<file path="src/rtl/program_sequencer_if.sv">
// Host loader port of the program sequencer.
// The host drives the request, write strobe, address and data. The sequencer answers with a grant.
//   master : host side   (drives host_req/host_we/host_addr/host_data, reads host_gnt)
//   slave  : sequencer   (reads host_req/host_we/host_addr/host_data, drives host_gnt)
interface program_sequencer_if #(
  parameter int unsigned PC_W = 8,
  parameter int unsigned PM_W = 8
);
  logic            host_req;
  logic            host_we;
  logic [PC_W-1:0] host_addr;
  logic [PM_W-1:0] host_data;
  logic            host_gnt;

  modport master (
    output host_req,
    output host_we,
    output host_addr,
    output host_data,
    input  host_gnt
  );

  modport slave (
    input  host_req,
    input  host_we,
    input  host_addr,
    input  host_data,
    output host_gnt
  );
endinterface

</file>
<file path="src/rtl/program_sequencer.sv">
// Program counter and program-memory port controller for the 8-bit micro.
// Each cycle it picks the fetch address from the decoder's jump outputs and the ALU zero flag.
// It hands the single PM port to an external host loader through a req/gnt handshake.
// It holds the decoder in its NOP state (core_hold) while the core is parked.
// Ports:
//   clk, sync_reset_n       clock, synchronous active-low reset
//   jmp, jmp_nz, ir_nibble  decoder jump controls and target nibble for the instruction in ir
//   dont_jmp                ALU zero flag; 1 means jmp_nz is not taken
//   host                    host loader port (req/we/addr/data in, gnt out)
//   pm_addr/pm_we/pm_wdata  PM port (combinational)
//   pc                      address of the instruction currently held in the decoder ir
//   core_hold               forces the decoder to its reset/NOP state
module program_sequencer #(
  parameter int unsigned PC_W = 8,
  parameter int unsigned PM_W = 8
) (
  input  logic                clk,
  input  logic                sync_reset_n,
  input  logic                jmp,
  input  logic                jmp_nz,
  input  logic [3:0]          ir_nibble,
  input  logic                dont_jmp,
  program_sequencer_if.slave  host,
  output logic [PC_W-1:0]     pm_addr,
  output logic                pm_we,
  output logic [PM_W-1:0]     pm_wdata,
  output logic [PC_W-1:0]     pc,
  output logic                core_hold
);

  typedef enum logic [1:0] {
    StRun    = 2'd0,
    StLoad   = 2'd1,
    StResume = 2'd2
  } state_e;

  state_e          state_q;
  logic [PC_W-1:0] pc_q;
  logic            gnt_q;
  logic            hold_q;

  logic [PC_W-1:0] target;
  logic [PC_W-1:0] pc_inc;
  logic            take_jump;

  assign target    = {ir_nibble, {(PC_W - 4){1'b0}}};
  assign pc_inc    = pc_q + {{(PC_W - 1){1'b0}}, 1'b1};
  // jmp and a taken jmp_nz share the same target, so jmp priority needs no extra mux.
  assign take_jump = jmp | (jmp_nz & ~dont_jmp);

  // The reset edge must fetch address 0 so ir holds PM[0] in the first cycle after reset.
  always_comb begin
    pm_addr = '0;
    pm_we   = 1'b0;
    if (sync_reset_n) begin
      case (state_q)
        StRun:    pm_addr = take_jump ? target : pc_inc;
        StLoad: begin
          pm_addr = host.host_addr;
          pm_we   = host.host_we & host.host_req;
        end
        StResume: pm_addr = pc_q;
        default:  pm_addr = pc_inc;
      endcase
    end
  end

  assign pm_wdata      = host.host_data;
  assign pc            = pc_q;
  // Reset overrides the registered grant/hold at once, so a reset mid-LOAD drops the grant.
  assign host.host_gnt = gnt_q & sync_reset_n;
  assign core_hold     = hold_q | ~sync_reset_n;

  always_ff @(posedge clk) begin
    if (!sync_reset_n) begin
      state_q <= StRun;
      pc_q    <= '0;
      gnt_q   <= 1'b0;
      hold_q  <= 1'b0;
    end else begin
      case (state_q)
        StRun: begin
          // The current instruction still completes, including its jump, before parking.
          pc_q <= pm_addr;
          if (host.host_req) begin
            state_q <= StLoad;
            gnt_q   <= 1'b1;
            hold_q  <= 1'b1;
          end
        end
        StLoad: begin
          if (!host.host_req) begin
            state_q <= StResume;
            gnt_q   <= 1'b0;
            hold_q  <= 1'b1;
          end
        end
        StResume: begin
          // ir still holds host-port data here; refetch pc and release the core next cycle.
          state_q <= StRun;
          gnt_q   <= 1'b0;
          hold_q  <= 1'b0;
        end
        default: begin
          state_q <= StRun;
          gnt_q   <= 1'b0;
          hold_q  <= 1'b0;
        end
      endcase
    end
  end

endmodule

</file>
<file path="src/flat_wrapper.sv">
// flat-port wrapper written by rule: the top's interface ports become plain ports
module program_sequencer_flat 
#(
  parameter int unsigned PC_W = 8,
  parameter int unsigned PM_W = 8
)
  (clk, sync_reset_n, jmp, jmp_nz, ir_nibble, dont_jmp, pm_addr, pm_we, pm_wdata, pc, core_hold, host_host_req, host_host_we, host_host_addr, host_host_data, host_host_gnt);
  program_sequencer_if #(.PC_W(PC_W), .PM_W(PM_W)) host_i ();
  input  logic clk;
  input  logic sync_reset_n;
  input  logic jmp;
  input  logic jmp_nz;
  input  logic [3:0] ir_nibble;
  input  logic dont_jmp;
  output logic [PC_W-1:0] pm_addr;
  output logic pm_we;
  output logic [PM_W-1:0] pm_wdata;
  output logic [PC_W-1:0] pc;
  output logic core_hold;
  input wire logic [$bits(host_i.host_req)-1:0] host_host_req;
  input wire logic [$bits(host_i.host_we)-1:0] host_host_we;
  input wire logic [$bits(host_i.host_addr)-1:0] host_host_addr;
  input wire logic [$bits(host_i.host_data)-1:0] host_host_data;
  output wire logic [$bits(host_i.host_gnt)-1:0] host_host_gnt;
  assign host_i.host_req = host_host_req;
  assign host_i.host_we = host_host_we;
  assign host_i.host_addr = host_host_addr;
  assign host_i.host_data = host_host_data;
  assign host_host_gnt = host_i.host_gnt;
  program_sequencer #(.PC_W(PC_W), .PM_W(PM_W)) u_core (.clk(clk), .sync_reset_n(sync_reset_n), .jmp(jmp), .jmp_nz(jmp_nz), .ir_nibble(ir_nibble), .dont_jmp(dont_jmp), .host(host_i), .pm_addr(pm_addr), .pm_we(pm_we), .pm_wdata(pm_wdata), .pc(pc), .core_hold(core_hold));
endmodule
</file>
<file path="config.mk">
export PLATFORM = sky130hd
export DESIGN_NAME = program_sequencer_flat
export DESIGN_NICKNAME = d
export VERILOG_FILES = /design/src/rtl/program_sequencer_if.sv /design/src/rtl/program_sequencer.sv /design/src/flat_wrapper.sv
export SDC_FILE = /design/constraint.sdc
export NUM_CORES = 1
export LEC_CHECK = 0
export ABC_CLOCK_PERIOD_IN_PS = 2400
export CAP_MARGIN = 15
export CORE_ASPECT_RATIO = 2
export CORE_UTILIZATION = 40
export CTS_BUF_LIST = sky130_fd_sc_hd__clkbuf_4 sky130_fd_sc_hd__clkbuf_8
export CTS_CLUSTER_SIZE = 40
export DETAILED_ROUTE_END_ITERATION = 10
export PLACE_DENSITY = 0.81
export SETUP_SLACK_MARGIN = 0.5
export SYNTH_ARGS = -nofsm -noshare
export SYNTH_HDL_FRONTEND = slang
export SYNTH_SLANG_ARGS = --single-unit
</file>
<file path="constraint.sdc">
create_clock -name clk -period 2.4 [get_ports clk]
set_clock_uncertainty 0.05 [all_clocks]
set_input_delay 0.36 -clock clk [delete_from_list [all_inputs] [get_ports clk]]
set_output_delay 0.36 -clock clk [all_outputs]
set_load 0.02 [all_outputs]
</file>
After elaboration in Yosys (flattened, before gate mapping)
Index checks and enable logic that the tools add are counted.
{"block": "totals", "output_inout_bits": 27, "reg_bits": 12, "memories": 0, "latch_bits": 0, "mem_bits_rw": 0, "rom_bits": 0}
{"block": "op_classes", "eq_ne": 4, "n_addsub": 1, "mux": 13, "div_mod_pow": 0, "mul": 0, "bitwise": 7, "n_shift": 0, "order_cmp": 0, "n_reduce_logical": 2}
{"cell": "8-bit case mux with 3 select lines", "count": 1}
{"cell": "8-bit 2-to-1 mux", "count": 2}
{"cell": "8-bit by 1-bit adder with 8-bit output, second input constant", "count": 1}
{"cell": "1-bit 2-to-1 mux", "count": 5}
{"cell": "2-bit 2-to-1 mux", "count": 2}
{"cell": "2-bit inequality test, second input constant", "count": 2}
{"cell": "1-bit case mux with 2 select lines", "count": 2}
{"cell": "2-bit case mux with 2 select lines", "count": 1}
{"cell": "1-bit bitwise AND", "count": 3}
{"cell": "2-bit by 1-bit == test with 1-bit output, second input constant", "count": 1}
{"cell": "2-bit == test, second input constant", "count": 1}
{"cell": "2-bit logical NOT", "count": 1}
{"cell": "1-bit inverter", "count": 2}
{"cell": "1-bit bitwise OR", "count": 2}
{"cell": "2-bit AND reduction", "count": 1}

Depth between registers and ports, before layout
{"block": "depth", "word_depth": 6, "mapped_depth": 6, "ltp_nobuf": 5}

Worst setup path after synthesis
OpenSTA, ideal clock, no wires.
{"block": "synth_path", "path_kind": "register to output", "startpoint": "register u_core.pc_q[1], in the netlist u_core.pc[1]", "endpoint": "output port pm_addr[4]", "path_stages_with_launch": 6, "slack_ps": 172, "arrival_ps": 1818, "path_buffers": 0, "cell_sequence": "dfxtp_1 ha_1 nand3_1 o21ai_0 a21oi_1 nor4_1"}
{"block": "synth_via", "elab_chain_cells": 4}
{"item": "start: declaration", "line_no": "program_sequencer.sv:38", "rtl": "logic [PC_W-1:0] pc_q;"}
{"item": "start signal: assignment", "line_no": "program_sequencer.sv:84", "rtl": "pc_q <= pm_addr;"}
{"item": "8-bit by 1-bit adder with 8-bit output (*)", "line_no": "program_sequencer.sv:47", "rtl": "assign pc_inc = pc_q + {{(PC_W - 1){1'b0}}, 1'b1};"}
{"item": "8-bit 2-to-1 mux", "line_no": "program_sequencer.sv:57", "rtl": "StRun: pm_addr = take_jump ? target : pc_inc;"}
{"item": "8-bit case mux with 3 select lines (*)", "line_no": "program_sequencer.sv:56", "rtl": "case (state_q)"}
{"item": "8-bit 2-to-1 mux (*)", "line_no": "program_sequencer.sv:55", "rtl": "if (sync_reset_n) begin"}
{"item": "end: declaration", "line_no": "flat_wrapper.sv:15", "rtl": "output logic [PC_W-1:0] pm_addr;"}
Mark *: on every way between the ends. The rest lies on a longest branch, timed or not.

Worst setup path in the final report
{"block": "layout_path", "startpoint": "register u_core.pc_q[0], in the netlist u_core.pc[0]", "endpoint": "output port pm_addr[1]"}
The elaborated chain is that of the path after synthesis.

==> Flow_metrics.wiki <==
{| class="wikitable"
! Metric !! Value
|-
| Share of the clock period used by the worst path || approximately 88%
|-
| Final Wtd Congestion || a little over 0.9
|-
| Count of clock tree sinks || 11
|-
| Initial Utilization || roughly 43%
|-
| WP data arrival || around 1700 ps
|-
| Number of flops mapped to enable cells by yosys || 0
|-
| Most instantiated flip-flop cell in the synthesis netlist || sky130_fd_sc_hd__dfxtp_1
|-
| Number of I/O port buffers || 37
|-
| Setup slack on the worst flop-to-flop path || 700 ps
|-
| Number of nets at the end of the flow || around 230
|-
| Unrepaired setup endpoints after global routing || yes
|-
| Net count after synthesis || about 170
|-
| Cell Pwr Density || 386 nW/um^2
|-
| Critical path type || reg -> out
|-
| Count of boundary I/O pins || between 50 and 60
|-
| Static Leakage || between 0.7 and 0.8 nW
|-
| Min Tclk post-route || between 2000 and 2500 ps
|-
| Max Fanout on Critical Path || 2
|-
| Worst path required time || 1990 ps
|-
| Standard cell area after detailed placement || between 1500 and 2000 um^2
|-
| Initial DRT Pass Iterations || 4
|-
| Type of destination of the critical path || output port
|-
| Most frequent standard cell in the layout excluding fill and tap cells || sky130_fd_sc_hd__buf_4
|-
| Flop and latch count out of synthesis || 11
|-
| Largest net degree at the start of global routing || 20
|-
| Synth top area share || approximately a fifth
|-
| Detail-routed via count per cell || slightly above 6
|-
| Status || complete, no violations
|-
| Highest-delay cell along the critical path || sky130_fd_sc_hd__mux4_2
|-
| TritonCTS Buffers || 3
|-
| Core area || between 2000 and 2500 um^2
|-
| Final hold violation count || 0
|-
| Total power after layout || approximately 0.00069 W
|-
| Wire length per cell after detailed routing || between 15 and 20 um
|-
| Number of antenna violations at the first check in global routing || 0
|-
| Share of flip-flops with an asynchronous set or reset || 0%
|-
| Placement row count || 25
|-
| Vias post-DR || around 1400
|-
| Class of the worst hold path || reg -> reg
|-
| Hold buffer count at CTS || 0
|-
| Global-route wire length before repair || around 5700 um
|-
| Yosys cell types || 42
|-
| Average size of a mapped cell || ~7 um^2
|-
| Critical path startpoint category || register
|-
| Number of maximum-capacitance violations || 0
|-
| Achievable Freq || 475 MHz
|-
| Tot GR Track Use || 27.5%
|-
| Synthesis warning total || 0
|-
| Least-Margin Pin Slew || 293 ps
|-
| Final design instance area without fill || 1780 um^2
|-
| CTS Root Buffer Type || sky130_fd_sc_hd__clkbuf_8
|-
| Number of global-route vias before repair || 1358
|-
| Leading cell types in the layout, fill and taps excluded || sky130_fd_sc_hd__buf_4 (35), sky130_fd_sc_hd__clkdlybuf4s50_1 (23), sky130_fd_sc_hd__nand2_1 (14)
|-
| Die Width || 38.2 um
|-
| Latest clock arrival within the worst-skew pair || about 240 ps
|-
| Instance count of the mapped netlist || about 150
|-
| H-tree depth || 1
|-
| Post-route antenna net violation count || 0
|-
| Die height || approximately 74 um
|-
| Register clock-pin slew on the reported worst setup and hold paths || 50 ps
|-
| Yosys top cell by area || sky130_fd_sc_hd__dfxtp_1
|-
| Count of final max-slew check failures || 0
|-
| Delay of the slowest critical-path stage || roughly 440 ps
|-
| Count of endpoints failing setup in the final report || 0
|-
| GR Overflow Total || 0
|-
| Chain of cells forming the critical path || ha_4 > and3_4 > mux4_2 > and2_4 > buf_6
|-
| Worst vdd rail ir drop || between 300 and 400 uV
|-
| Buffers from clock root to sink, at most || 2
|-
| Proportion of synthesized chip area in sequential cells || 21.0%
|-
| Diodes inserted || 0
|-
| Summed negative setup slack over all endpoints || 0 ps
|-
| Post-synthesis instance area || approximately 1000 um^2
|-
| Fraction of final layout cells with drive strength greater than 1 || between 40% and 50%
|-
| Initial DRC count || 60
|-
| Area enclosed by the die boundary || between 2000 and 3000 um^2
|-
| Area added between synthesis and finish || 69.9%
|-
| CTS tree || built
|-
| Post-route DRC || 0
|-
| Sum of net half-perimeters after detailed placement || 2490 um
|-
| Relative slew slack || 80.3%
|-
| Overall routed net length || roughly 4000 um
|-
| Top cells by area in the synthesized netlist || sky130_fd_sc_hd__dfxtp_1 (21%), sky130_fd_sc_hd__buf_4 (6.5%), sky130_fd_sc_hd__a21oi_1 (5.7%)
|}
[flip-flops by register name, indices dropped and copies added (netlist names)]
name	cells
u_core.gnt_q	1
u_core.hold_q	1
u_core.pc	8
u_core.state_q	1
[cell type report]
cell class	instances	area [um^2]
clock buffers	4	48.8
fillers	171	629
inverters	5	18.8
multi-input cells	109	815
flip-flops and latches	11	234
well taps	27	33.8
repair buffers	73	629
[per-layer routing]
metal / track usage, % / up-vias / wire, um
li1: - / 640 / -
met2: 49.3 / 75 / 2160
met1: 26.8 / 655 / 1440
met5: 0 / - / 0
met4: 19.8 / 0 / 178
met3: 3.58 / 23 / 190
[synthesized netlist by cell type, types with 2 or more instances]
cell / count
sky130_fd_sc_hd__o31ai_1: 2
sky130_fd_sc_hd__buf_4: 9
sky130_fd_sc_hd__nand4_1: 3
sky130_fd_sc_hd__buf_2: 6
sky130_fd_sc_hd__xor2_1: 2
sky130_fd_sc_hd__inv_1: 5
sky130_fd_sc_hd__nand2_1: 16
sky130_fd_sc_hd__and2_1: 2
sky130_fd_sc_hd__nand3_1: 7
sky130_fd_sc_hd__clkbuf_1: 3
sky130_fd_sc_hd__dfxtp_1: 11
sky130_fd_sc_hd__nor2_1: 9
sky130_fd_sc_hd__nand4b_1: 2
sky130_fd_sc_hd__o21ai_0: 8
sky130_fd_sc_hd__and3_1: 4
sky130_fd_sc_hd__a31oi_1: 4
sky130_fd_sc_hd__nand2b_1: 2
sky130_fd_sc_hd__xnor2_1: 2
sky130_fd_sc_hd__nor4_1: 5
sky130_fd_sc_hd__a21o_1: 2
sky130_fd_sc_hd__o31a_1: 4
sky130_fd_sc_hd__buf_6: 2
sky130_fd_sc_hd__a21oi_1: 12
sky130_fd_sc_hd__o22ai_1: 5
sky130_fd_sc_hd__a32o_1: 2
[worst max-delay path: cells and delay by family (launching register included)]
| kind | cells | cell delay, ps |
|---|---|---|
| fa+ha+maj | 1 | 240 |
| buf+inv | 1 | 120 |
| simple gates | 2 | 320 |
| flops | 1 | 330 |
| mux | 1 | 440 |
[repair_timing]
item / CTS / global route
buffers inserted: 5 / 6
pin swaps: 7 / 8
resized for setup: 76 / 23
endpoints found under the setup margin: 11 / 10
[through the flow]
stage          setup WS (ps)  utilization, %  instances  hold WS [ps]
2_1_floorplan            523               -        146           382
3_3_place_gp            -346            63.4        214           393
3_5_place_dp            -349            63.4        214           406
4_1_cts                  306            69.8        223           421
5_1_grt                  269            73.9        229           468
6_report                 295            73.9        229           422
[cell families (layout without fill, tap and decap cells)]
group	Yosys count	in the layout	synth area share [%]
AOI/OAI and AO/OA	45	45	28.1
xor gates and xnor gates	4	4	3.35
adders and majority gates	1	1	1.19
buffers and inverters	26	82	14.7
DFF	11	11	21.0
muxes	1	1	2.15
and+or+nand+nor	58	58	29.5
[path summary, 6_finish.rpt]
check | startpoint | to | cells past startpoint
worst min-delay path | u_core.hold_q | u_core.hold_q | 1
worst max register to register | u_core.gnt_q | u_core.pc[2] | 9
worst max-delay path | u_core.pc[0] | pm_addr[1] | 5
worst min register to register | u_core.hold_q | u_core.hold_q | 1
[where the power goes]
part | total, W | internal (W) | switching (W) | leakage (nW)
logic | 0.000268 | 0.000140 | 0.000128 | 0.592
clock network | 0.000207 | 0.000129 | 0.0000786 | 0.0262
registers | 0.000212 | 0.000193 | 0.0000184 | 0.0939
total | 0.000687 | 0.000462 | 0.000225 | 0.712
Power figures use the tool's default switching activity.
